==> config.mk <==
export PLATFORM = sky130hd
export DESIGN_NAME = serial_frame_arbiter
export DESIGN_NICKNAME = d
export VERILOG_FILES = /design/src/rtl/serial_frame_pkg.sv /design/src/rtl/serial_frame_arbiter_rr.sv /design/src/rtl/serial_frame_arbiter.sv
export SDC_FILE = /design/constraint.sdc
export NUM_CORES = 1
export LEC_CHECK = 0
export CORE_ASPECT_RATIO = 1.5
export CORE_MARGIN = 4
export CORE_UTILIZATION = 30
export CTS_CLUSTER_DIAMETER = 30
export DETAILED_ROUTE_END_ITERATION = 12
export PLACE_DENSITY_LB_ADDON = 0.05
export SLEW_MARGIN = 10
export SYNTH_ARGS = -nofsm -noshare
export SYNTH_HDL_FRONTEND = slang
export SYNTH_SLANG_ARGS = --single-unit
==> constraint.sdc <==
create_clock -name clk -period 2.65 [get_ports clk]
set_clock_uncertainty 0.1 [all_clocks]
set_input_delay 0.53 -clock clk [delete_from_list [all_inputs] [get_ports clk]]
set_output_delay 0.53 -clock clk [all_outputs]
set_load 0.02 [all_outputs]
==> src/rtl/serial_frame_pkg.sv <==
// Shared types and constants for the serial frame arbiter.
package serial_frame_pkg;

    typedef enum logic [1:0] {
        IDLE = 2'd0,
        PRE  = 2'd1,
        PAY  = 2'd2,
        GAP  = 2'd3
    } state_t;

    localparam logic [3:0] PREAMBLE  = 4'b1011;
    localparam logic       LINE_IDLE = 1'b0;

    function automatic int id_width(input int n);
        return (n <= 2) ? 1 : $clog2(n);
    endfunction

endpackage

==> src/rtl/serial_frame_arbiter_rr.sv <==
// Round-robin requester selection with a registered search-start pointer.
module rr_arbiter
    import serial_frame_pkg::*;
#(
    parameter int NREQ = 4,
    parameter int ID_W = 2
) (
    input  logic            clk,
    input  logic            rst_n,
    input  logic [NREQ-1:0] req,
    input  logic            advance,
    output logic [NREQ-1:0] gnt_onehot,
    output logic [ID_W-1:0] gnt_id
);

    logic [ID_W-1:0] ptr;
    logic [ID_W-1:0] cand;
    logic            found;

    // NREQ is a power of two, so the candidate index wraps naturally.
    always_comb begin
        found  = 1'b0;
        gnt_id = ptr;
        cand   = ptr;
        for (int k = 0; k < NREQ; k++) begin
            cand = ptr + ID_W'(k);
            if (!found && req[cand]) begin
                found  = 1'b1;
                gnt_id = cand;
            end
        end
        gnt_onehot = found ? (NREQ'(1) << gnt_id) : '0;
    end

    always_ff @(posedge clk or negedge rst_n) begin
        if (!rst_n) begin
            ptr <= '0;
        end else if (advance) begin
            ptr <= gnt_id + ID_W'(1);
        end
    end

endmodule

==> src/rtl/serial_frame_arbiter.sv <==
// Grants one requester, then serializes preamble, ID, data and a guard gap on bit_en strobes.
module serial_frame_arbiter
    import serial_frame_pkg::*;
#(
    parameter  int NREQ     = 4,
    parameter  int DATA_W   = 4,
    parameter  int GAP_BITS = 2,
    localparam int ID_W     = id_width(NREQ)
) (
    input  logic                   clk,
    input  logic                   rst_n,
    input  logic                   bit_en,
    input  logic [NREQ-1:0]        req,
    input  logic [NREQ*DATA_W-1:0] req_data,
    output logic [NREQ-1:0]        ack,
    output logic                   ser_out,
    output logic                   frame_active,
    output logic                   busy,
    output logic [ID_W-1:0]        gnt_id
);

    localparam int PAY_LEN = ID_W + DATA_W;
    localparam int MAX_A   = (PAY_LEN > 4) ? PAY_LEN : 4;
    localparam int MAX_CNT = (GAP_BITS > MAX_A) ? GAP_BITS : MAX_A;
    localparam int CNT_W   = $clog2(MAX_CNT + 1);

    state_t               state, state_d;
    logic [CNT_W-1:0]     idx, idx_d;
    logic [PAY_LEN-1:0]   shift, shift_d;
    logic                 ser_d;
    logic                 fa_d;
    logic [NREQ-1:0]      ack_d;
    logic [ID_W-1:0]      gid_d;

    logic                 advance;
    logic [NREQ-1:0]      win_onehot;
    logic [ID_W-1:0]      win_id;
    logic [DATA_W-1:0]    win_word;
    logic [1:0]           pre_sel;

    rr_arbiter #(
        .NREQ (NREQ),
        .ID_W (ID_W)
    ) u_rr (
        .clk        (clk),
        .rst_n      (rst_n),
        .req        (req),
        .advance    (advance),
        .gnt_onehot (win_onehot),
        .gnt_id     (win_id)
    );

    assign win_word = req_data[win_id*DATA_W +: DATA_W];
    assign pre_sel  = 2'd3 - idx[1:0];
    assign busy     = (state != IDLE);

    always_comb begin
        state_d = state;
        idx_d   = idx;
        shift_d = shift;
        ser_d   = ser_out;
        fa_d    = frame_active;
        ack_d   = '0;
        gid_d   = gnt_id;
        advance = 1'b0;
        case (state)
            IDLE: begin
                // Grant edge ignores bit_en; the line stays idle until the next strobe.
                if (|win_onehot) begin
                    advance = 1'b1;
                    ack_d   = win_onehot;
                    gid_d   = win_id;
                    shift_d = {win_id, win_word};
                    idx_d   = '0;
                    state_d = PRE;
                end
            end
            PRE: begin
                if (bit_en) begin
                    ser_d = PREAMBLE[pre_sel];
                    fa_d  = 1'b1;
                    if (idx == CNT_W'(3)) begin
                        idx_d   = '0;
                        state_d = PAY;
                    end else begin
                        idx_d = idx + CNT_W'(1);
                    end
                end
            end
            PAY: begin
                if (bit_en) begin
                    ser_d   = shift[PAY_LEN-1];
                    shift_d = shift << 1;
                    if (idx == CNT_W'(PAY_LEN - 1)) begin
                        idx_d   = '0;
                        state_d = GAP;
                    end else begin
                        idx_d = idx + CNT_W'(1);
                    end
                end
            end
            GAP: begin
                if (bit_en) begin
                    ser_d = LINE_IDLE;
                    fa_d  = 1'b0;
                    if (idx == CNT_W'(GAP_BITS - 1)) begin
                        idx_d   = '0;
                        state_d = IDLE;
                    end else begin
                        idx_d = idx + CNT_W'(1);
                    end
                end
            end
            default: begin
                state_d = IDLE;
                idx_d   = '0;
                ser_d   = LINE_IDLE;
                fa_d    = 1'b0;
            end
        endcase
    end

    always_ff @(posedge clk or negedge rst_n) begin
        if (!rst_n) begin
            state        <= IDLE;
            idx          <= '0;
            shift        <= '0;
            ser_out      <= LINE_IDLE;
            frame_active <= 1'b0;
            ack          <= '0;
            gnt_id       <= '0;
        end else begin
            state        <= state_d;
            idx          <= idx_d;
            shift        <= shift_d;
            ser_out      <= ser_d;
            frame_active <= fa_d;
            ack          <= ack_d;
            gnt_id       <= gid_d;
        end
    end

endmodule

==> results.txt, run 1 <==
Mapped Avg Cell Area -> 10.7 sq um
HP Start -> gnt_id[0]$_DFFE_PN0P_
P&R area growth vs syn -> 30.7%
clock buffer depth -> 2
Post-Syn Instances -> 127
Lkg Pwr -> 0.787 nW
Root Buffer -> clkbuf_8
R2R Path Start -> state[0]$_DFFE_PN0P_
layout cells sized above 1 -> 14.7%
Final Instance Count excl. Fillers -> 209
Post-Place Cells -> 205
routed vias -> 1064
Seq pwr share -> 30.7%
hpwl dp -> 2400 um
Post-Syn Nets -> 162
Clock transition at path regs -> 80 ps
Post-DRT Antenna Nets -> 0
clk_lat worst skew -> 260 ps
Finish-stage setup viols -> 0
CTS H-tree depth -> 1
CP Capture Type -> output port
initial antenna violation count -> 0
worst hold path class -> reg2reg
Relative slew margins -> 59.3%
R2R Setup Slk -> 500 ps
core area -> 0.00428 sq mm
Tmin final -> 2470 ps
GRT overflow -> 0
hold_buf cts -> 0
Inserted Clock Buffers -> 3
Async S/R FF share, synth -> 100%
status -> complete, no violations
Post-synth top flop -> dfrtp_1
Max-Cap Viols -> 0
Max Freq -> 406 MHz
Resized cells post-CTS -> 0
CTS tree -> built
internal power -> 1.10 mW
Warnings, synthesis -> 0
IO Pins -> 32
DRT Pass-1 Iters -> 4
endpoints failing hold -> 0
RSZ-0062 raised after global routing -> no
Power Density -> 1050 mW/mm^2
sequential-to-total area share from yosys stat -> 38.8%
row count -> 29
WL/cell -> 14.3 um
arrival time at the worst endpoint -> 1840 ps
total track usage -> 11.5%
worst-margin pin slew -> 610 ps
r2r endpoint -> state[1]$_DFFE_PN0P_
initial core utilization -> 31.6%
worst vdd ir -> 439 uV
mapped cell area -> 0.00136 sq mm
Crit Path Category -> reg2out
Die Span X -> 62.9 um
crit-path max FO -> 8
number of vias per cell -> 5.09
number of global-route vias before repair -> 1115
Combinational Power Share -> 57.8%
drt total wl -> 2990 um
critical path required time -> 2020 ps
fin nets -> 199
EDFF count, synth -> 0
Distinct cells, synth -> 36
Switching Share -> 41.0%
Hold Path Cell Cnt -> 2
Die Area -> 0.00568 sq mm
clock share of power -> 11.6%
largest net degree at the start of global routing -> 22
port bufs -> 31
NetSw -> 765 uW
routability cong. -> 0.758
Sink Count -> 21
Die H -> 90.3 um
crit path launch type -> flop
Setup TNS -> 0 ps
ant diodes -> 0
total power draw -> 1.87 mW
Hold WS -> 382 ps
FF-to-FF path depth -> 7
drt first-iter violations -> 33
Max Slew Vio Count -> 0
first-pass GRT wire length -> 5190 um
setup bufs post-CTS -> 0
DRC -> 0
end of the worst hold path -> gnt_id[0]$_DFFE_PN0P_
Synth Register Bits -> 21
crit share post-route -> 93.0%
==> per-layer routing <==
layer | vias up | part of all wire [%] | global-route usage, %
li1 | 528 | - | -
met1 | 507 | 41 | 13.0
met2 | 24 | 53 | 20.9
met3 | 5 | 3.3 | 1.87
met4 | 0 | 2.0 | 4.97
met5 | - | 0 | 0
==> final cells by class <==
type                            count  area, sq um
Clock buffer                        3         41.3
Timing Repair Buffer               36          348
Clock inverter                      1         5.00
Multi-Input combinational cell     91          753
Inverter                           11         41.3
Sequential cell                    21          526
Fill cell                         438         2510
Tap cell                           46         57.6
==> logic make-up (layout without fill, tap and decap cells) <==
kind of cell / count (synthesis) / count (layout) / synth area share [%]
AOI/OAI and AO/OA: 32 / 32 / 18.2
adders and majority gates: 12 / 12 / 11.1
buffers and inverters: 15 / 51 / 5.63
DFF: 21 / 21 / 38.8
muxes: 11 / 11 / 12.4
and+or+nand+nor: 36 / 36 / 13.9
==> registers in the layout, indices dropped and copies added, names as in the netlist <==
name	cells
state	2
shift	6
ser_out	1
u_rr.ptr	2
idx	3
frame_active	1
gnt_id	2
ack	4
==> power by group through the flow <==
stage          Combinational [mW]  Clock, mW  Sequential [mW]
2_1_floorplan               0.733          0            0.610
3_3_place_gp                 1.08          0            0.575
3_5_place_dp                 1.10          0            0.582
4_1_cts                      1.10      0.226            0.575
5_1_grt                      1.22      0.239            0.592
6_report                     1.08      0.216            0.572
==> cells in the final DEF, fill, tap and decap left out, types with 3 or more instances in the layout <==
cell             netlist  routed
a21oi_1                5       5
nand2_1               11      11
buf_4                  0       5
o221a_1                3       3
mux4_2                 3       3
o22ai_1                3       3
and3_1                 4       4
dfrtp_1               21      21
o21ai_0                8       8
ha_1                  12      12
clkdlybuf4s50_1        0      31
mux2_2                 3       3
mux2i_1                4       4
nor2_1                 8       8
clkbuf_8               2       3
inv_1                 11      11
a21o_1                 4       4
==> through the flow <==
step | setup WS (ps) | util, % | instance area, sq um
final | 185 | 41.4 | 1770
after global routing | 37.4 | 41.4 | 1770
after CTS | 164 | 41.4 | 1770
after detailed placement | -100 | 40.3 | 1730
after global placement | -42.6 | 40.3 | 1730
after floorplan | 499 | - | 1360
==> cell usage after synthesis, types with 2 or more instances <==
cell | count | share of area (%)
mux2_2 | 3 | 2.5
nand2_1 | 11 | 3.0
ha_1 | 12 | 11
inv_1 | 11 | 3.0
clkbuf_8 | 2 | 2.0
nand2_2 | 2 | 0.92
and3_1 | 4 | 1.8
a21o_1 | 4 | 2.2
nor2_1 | 8 | 2.2
a21oi_1 | 5 | 1.8
mux2i_1 | 4 | 3.0
clkbuf_1 | 2 | 0.55
dfrtp_1 | 21 | 39
nor3_1 | 2 | 0.74
o221a_1 | 3 | 2.5
o21ai_0 | 8 | 3.0
and2b_1 | 2 | 1.1
mux4_2 | 3 | 5.0
o22ai_1 | 3 | 1.4
==> how the worst max path moves through the flow <==
| stage | cells after the start | endpoint | slack, ps | startpoint |
|---|---|---|---|---|
| 2_1_floorplan | 4 | shift[3]$_DFFE_PN0P_ | 500 | req[0] |
| 3_3_place_gp | 5 | shift[3]$_DFFE_PN0P_ | -40 | req[0] |
| 3_5_place_dp | 6 | shift[3]$_DFFE_PN0P_ | -100 | req[0] |
| 4_1_cts | 4 | busy | 160 | state[0]$_DFFE_PN0P_ |
| 5_1_grt | 4 | busy | 40 | state[0]$_DFFE_PN0P_ |
| 6_report | 4 | busy | 180 | state[0]$_DFFE_PN0P_ |
==> worst max-delay path: stages (launching register included) <==
cell and delay [ps]:
dfrtp_1 380, inv_1 90, ha_1 300, inv_1 170
clkdlybuf4s50_1 630
(Power assumes the default switching activity.)
==> run 2, diff against run 1 <==
Settings changed: GPL_ROUTABILITY_DRIVEN set to 1, MAX_ROUTING_LAYER set to met4.
==> run 2 against run 1 <==
Cell count unchanged. Cell area is the same. Critical path depth unchanged. Critical path type unchanged. Critical endpoint unchanged. Total power about the same. Maximum frequency barely moved. Flip-flop and latch count unchanged. Non-clock buffer count unchanged. Combinational power hardly changed. Via count hardly changed. Global-route usage rose by 0.32 points. Utilization stayed put. Clock power about the same.
==> results.txt, run 2 (same netlist as run 1, synthesis figures left out) <==
status -> complete, no violations (unchanged)
Max Freq -> 405 MHz (was 406 MHz)
largest net degree at the start of global routing -> 22 (unchanged)
WL/cell -> 14.3 um (unchanged)
GRT overflow -> 0 (unchanged)
DRT Pass-1 Iters -> 4 (unchanged)
row count -> 29 (unchanged)
drt first-iter violations -> 25 (was 33)
Lkg Pwr -> 0.787 nW (unchanged)
CP startpoint -> state[0]$_DFFE_PN0P_ (unchanged)
crit path launch type -> flop (unchanged)
Worst path max stage delay -> 630 ps (about the same)
CTS tree -> built (unchanged)
total track usage -> 11.8% (was 11.5%)
Finish-stage setup viols -> 0 (unchanged)
Hold Path Cell Cnt -> 2 (unchanged)
Max-Cap Viols -> 0 (unchanged)
Core Util, Final -> 41.4% (unchanged)
initial antenna violation count -> 0 (unchanged)
routability cong. -> 0.768 (was 0.758)
worst path cell trace -> inv_1 -> ha_1 -> inv_1 -> clkdlybuf4s50_1 (unchanged)
clk_lat worst skew -> 270 ps (was 260 ps)
IO Pins -> 32 (unchanged)
commonest cells after routing, fill and taps aside -> 31 x clkdlybuf4s50_1, 21 x dfrtp_1, 12 x ha_1 (unchanged)
CP Capture Type -> output port (unchanged)
Critical-path top delay cell -> clkdlybuf4s50_1 (unchanged)
critical path required time -> 2020 ps (about the same)
fin nets -> 199 (unchanged)
Resized cells post-CTS -> 0 (unchanged)
Fillers -> 438 (unchanged)
placed cell areas -> 0.00173 sq mm (unchanged)
Worst Setup EP -> busy (unchanged)
R2R Setup Slk -> 500 ps (about the same)
Die Area -> 0.00568 sq mm (unchanged)
clock buffer depth -> 2 (unchanged)
first-pass GRT wire length -> 5200 um (was 5190 um)
Most Frequent Cell on Critical Path -> inv_1 (unchanged)
hold_buf cts -> 0 (unchanged)
layout cells sized above 1 -> 14.7% (unchanged)
Crit Path Category -> reg2out (unchanged)
Most flops, register -> shift (unchanged)
number of global-route vias before repair -> 1116 (was 1115)
ant diodes -> 0 (unchanged)
worst vdd ir -> 439 uV (about the same)
P&R area growth vs syn -> 30.7% (unchanged)
R2R Path Start -> state[0]$_DFFE_PN0P_ (unchanged)
commonest non-fill, non-tap cell in the layout -> clkdlybuf4s50_1 (unchanged)
Die Span X -> 62.9 um (unchanged)
Sink Count -> 21 (unchanged)
max FFs per register -> 6 (unchanged)
hpwl dp -> 2400 um (unchanged)
worst-margin pin slew -> 611 ps (was 610 ps)
DRC -> 0 (unchanged)
number of vias per cell -> 5.10 (was 5.09)
arrival time at the worst endpoint -> 1840 ps (about the same)
routed vias -> 1065 (was 1064)
drt total wl -> 2990 um (unchanged)
crit share post-route -> 93.1% (was 93.0%)
Power Density -> 1050 mW/mm^2 (about the same)
Max Slew Vio Count -> 0 (unchanged)
CP bufs+invs -> 3 (unchanged)
r2r endpoint -> state[1]$_DFFE_PN0P_ (unchanged)
fin area -> 0.00177 sq mm (unchanged)
port bufs -> 31 (unchanged)
number of cells on the critical path -> 4 (unchanged)
Post-DRT Antenna Nets -> 0 (unchanged)
Clock transition at path regs -> 80 ps (about the same)
multi-input logic area -> 753 sq um (unchanged)
Tmin final -> 2470 ps (about the same)
Largest regs -> shift x6, ack x4, idx x3 (unchanged)
delay-heaviest family, CP -> buffers and inverters (unchanged)
FF-to-FF path depth -> 7 (unchanged)
endpoints failing hold -> 0 (unchanged)
FF+latch area -> 526 sq um (unchanged)
Die H -> 90.3 um (unchanged)
Inserted Clock Buffers -> 3 (unchanged)
Relative slew margins -> 59.3% (about the same)
CTS H-tree depth -> 1 (unchanged)
RSZ-0062 raised after global routing -> no (unchanged)
total power draw -> 1.87 mW (about the same)
Root Buffer -> clkbuf_8 (unchanged)
worst hold path class -> reg2reg (unchanged)
crit-path max FO -> 8 (unchanged)
setup bufs post-CTS -> 0 (unchanged)
initial core utilization -> 31.6% (unchanged)
core area -> 0.00428 sq mm (unchanged)
run 2: cell counts in the layout (fill, tap and decap cells not counted):
No cell type changed its count.
run 2: layer usage:
layer | global-route usage [%] | share of wire, % | routed length, um | vias up
li1 | - | - | - | 528
met1 | 13.3 | 42 | 1240 | 508
met2 | 20.7 | 53 | 1590 | 24
met3 | 1.74 | 3.1 | 92 | 5
met4 | 4.97 | 1.9 | 58 | 0
met5 | - | 0 | 0 | -
run 2: per-stage QoR:
step / setup TNS, ps / cells / setup WS [ps] / hold slack (ps)
2_1_floorplan: 0 / 127 / 499 / 134
3_3_place_gp: -70.4 / 205 / -42.6 / 370
3_5_place_dp: -380 / 205 / -100 / 373
4_1_cts: 0 / 209 / 164 / 391
5_1_grt: 0 / 209 / 32.1 / 413
6_report: 0 / 209 / 183 / 382
run 2: layout make-up:
class	instances	area share [%]
clock buffers	3	2.33
repair buffers	36	19.6
multi-input cells	91	42.5
flip-flops and latches	21	29.7
inverters	11	2.33
well taps	46	3.25
clock inverters	1	0.282
run 2: tightest hold or removal path, stage by stage (launching register included):
cell,delay (ps)
dfrtp_1,350
nand2_1,40
o21ai_0,60
run 2: report_power, final:
| group | total [mW] | internal, mW | switching (mW) |
|---|---|---|---|
| sequential | 0.572 | 0.463 | 0.110 |
| clock | 0.218 | 0.105 | 0.112 |
| combinational | 1.08 | 0.534 | 0.544 |
| total | 1.87 | 1.10 | 0.766 |
run 2: worst min path at each step:
stage,from,to
CTS,gnt_id[0]$_DFFE_PN0P_,gnt_id[0]$_DFFE_PN0P_
global placement,gnt_id[0]$_DFFE_PN0P_,gnt_id[0]$_DFFE_PN0P_
floorplan,rst_n,ack[0]$_DFF_PN0_
global route,shift[4]$_DFFE_PN0P_,shift[4]$_DFFE_PN0P_
finish,gnt_id[0]$_DFFE_PN0P_,gnt_id[0]$_DFFE_PN0P_
detailed placement,ser_out$_DFFE_PN0P_,ser_out$_DFFE_PN0P_
==> run 3, diff against run 2 <==
Settings changed: CORE_UTILIZATION 30 to 25.
==> run 3 against run 2 <==
Worst setup slack lost 3.1 ps. Cell area up 3.4%. Via count rose by 1.0%. Non-clock buffer count grew 4. Sequential share of layout area down 0.97 points. Highest routed layer unchanged. Clock power about the same.
==> results.txt, run 3 (same netlist as run 1, synthesis figures left out) <==
status -> complete, no violations (unchanged)
worst path cell trace -> inv_1 -> ha_1 -> inv_1 -> clkdlybuf4s50_1 (unchanged)
commonest non-fill, non-tap cell in the layout -> clkdlybuf4s50_1 (unchanged)
Max-Cap Viols -> 0 (unchanged)
RSZ-0062 raised after global routing -> no (unchanged)
Sink Count -> 21 (unchanged)
CTS H-tree depth -> 1 (unchanged)
total track usage -> 10.5% (was 11.8%)
port bufs -> 31 (unchanged)
internal power -> 1.13 mW (was 1.10 mW)
number of vias per cell -> 4.58 (was 5.10)
crit-path max FO -> 8 (unchanged)
Switching Share -> 40.9% (was 41.0%)
total power draw -> 1.92 mW (was 1.87 mW)
Root Buffer -> clkbuf_8 (unchanged)
Finish-stage setup viols -> 0 (unchanged)
clk_lat worst skew -> 260 ps (was 270 ps)
largest net degree at the start of global routing -> 22 (unchanged)
row count -> 32 (was 29)
number of global-route vias before repair -> 1160 (was 1116)
Die H -> 98.2 um (was 90.3 um)
worst vdd ir -> 360 uV (was 439 uV)
Die Area -> 0.00669 sq mm (was 0.00568 sq mm)
routability cong. -> 0.729 (was 0.768)
setup bufs post-CTS -> 0 (unchanged)
first-pass GRT wire length -> 5310 um (was 5200 um)
ant diodes -> 0 (unchanged)
endpoints failing hold -> 0 (unchanged)
DRT Pass-1 Iters -> 4 (unchanged)
clock buffer depth -> 2 (unchanged)
Clock transition at path regs -> 80 ps (about the same)
Inserted Clock Buffers -> 3 (unchanged)
arrival time at the worst endpoint -> 1840 ps (about the same)
fin nets -> 203 (was 199)
hpwl dp -> 2530 um (was 2400 um)
initial core utilization -> 26.0% (was 31.6%)
WL/cell -> 13.0 um (was 14.3 um)
Crit Path Category -> reg2out (unchanged)
routed vias -> 1076 (was 1065)
Relative slew margins -> 57.8% (was 59.3%)
max FFs per register -> 6 (unchanged)
CP Capture Type -> output port (unchanged)
Power Density -> 1050 mW/mm^2 (about the same)
commonest cells after routing, fill and taps aside -> 31 x clkdlybuf4s50_1, 21 x dfrtp_1, 12 x ha_1 (unchanged)
Critical-path top delay cell -> clkdlybuf4s50_1 (unchanged)
Setup TNS -> 0 ps (unchanged)
drt first-iter violations -> 18 (was 25)
worst hold path class -> reg2reg (unchanged)
Die Span X -> 68.1 um (was 62.9 um)
GRT overflow -> 0 (unchanged)
Core Util, Final -> 35.2% (was 41.4%)
Most Frequent Cell on Critical Path -> inv_1 (unchanged)
Max Slew Vio Count -> 0 (unchanged)
Seq pwr share -> 30.1% (was 30.6%)
Max Freq -> 405 MHz (about the same)
delay-heaviest family, CP -> buffers and inverters (unchanged)
layout cells sized above 1 -> 16.8% (was 14.7%)
initial antenna violation count -> 0 (unchanged)
core area -> 0.00520 sq mm (was 0.00428 sq mm)
CP bufs+invs -> 3 (unchanged)
drt total wl -> 3060 um (was 2990 um)
Most flops, register -> shift (unchanged)
Worst path max stage delay -> 640 ps (was 630 ps)
crit path launch type -> flop (unchanged)
critical path required time -> 2020 ps (about the same)
hold_buf cts -> 0 (unchanged)
DRC -> 0 (unchanged)
CTS tree -> built (unchanged)
clock share of power -> 11.3% (was 11.6%)
crit share post-route -> 93.2% (was 93.1%)
Lkg Pwr -> 0.803 nW (was 0.787 nW)
worst-margin pin slew -> 633 ps (was 611 ps)
IO Pins -> 32 (unchanged)
Resized cells post-CTS -> 0 (unchanged)
Tmin final -> 2470 ps (about the same)
Combinational Power Share -> 58.6% (was 57.7%)
Largest regs -> shift x6, ack x4, idx x3 (unchanged)
NetSw -> 783 uW (was 766 uW)
Post-DRT Antenna Nets -> 0 (unchanged)
P&R area growth vs syn -> 35.2% (was 30.7%)
==> run 3: cell count changes in the layout (fill, tap and decap cells not counted), sizes merged <==
cell      before  now
buf            5    9
clkinv         1    0
clkinvlp       0    1
==> run 3: area by class of cell <==
type                    instances  area, sq um
fillers                       585         3370
clock buffers                   3         41.3
clock inverters                 1         7.51
inverters                      11         41.3
repair buffers                 40          378
well taps                      68         85.1
multi-input cells              91          753
flip-flops and latches         21          526
==> run 3: power by group through the flow <==
stage / clock network [mW] / logic (mW) / registers [mW]
after CTS: 0.227 / 1.15 / 0.581
final: 0.217 / 1.12 / 0.576
after global routing: 0.237 / 1.26 / 0.599
after global placement: 0 / 1.12 / 0.576
after floorplan: 0 / 0.733 / 0.610
after detailed placement: 0 / 1.15 / 0.587
==> run 3: tightest hold or removal path: cells and delay by family (launching register included) <==
family | cells | cell delay [ps]
DFF | 1 | 350
AOI/OAI and AO/OA | 1 | 60
and+or+nand+nor | 1 | 50
==> run 3: worst paths after layout <==
kind,cells after the start,endpoint,slack [ps],startpoint
max reg2reg,7,state[1]$_DFFE_PN0P_,500,state[0]$_DFFE_PN0P_
max in group asynchronous,2,idx[0]$_DFFE_PN0P_,1720,rst_n
min reg2reg,2,gnt_id[0]$_DFFE_PN0P_,390,gnt_id[0]$_DFFE_PN0P_
max,4,busy,180,state[1]$_DFFE_PN0P_
min,2,gnt_id[0]$_DFFE_PN0P_,390,gnt_id[0]$_DFFE_PN0P_
min in group asynchronous,2,gnt_id[0]$_DFFE_PN0P_,500,rst_n
==> run 3: per-stage QoR <==
step,instance area (sq um),instances,hold slack [ps],worst slack (ps)
after CTS,1830,235,398,149
after global routing,1830,235,413,44.7
after detailed placement,1780,231,376,-46.8
after global placement,1780,231,366,-1.44
final,1830,235,391,180
after floorplan,1360,127,134,499
==> run 3: metal layers <==
metal  global-route usage [%]  up-vias  wire [um]
met5                        -        -          0
met4                     4.13        0         47
met3                     1.27        4        114
met2                     18.4       27       1700
met1                     11.7      510       1190
li1                         -      535          -
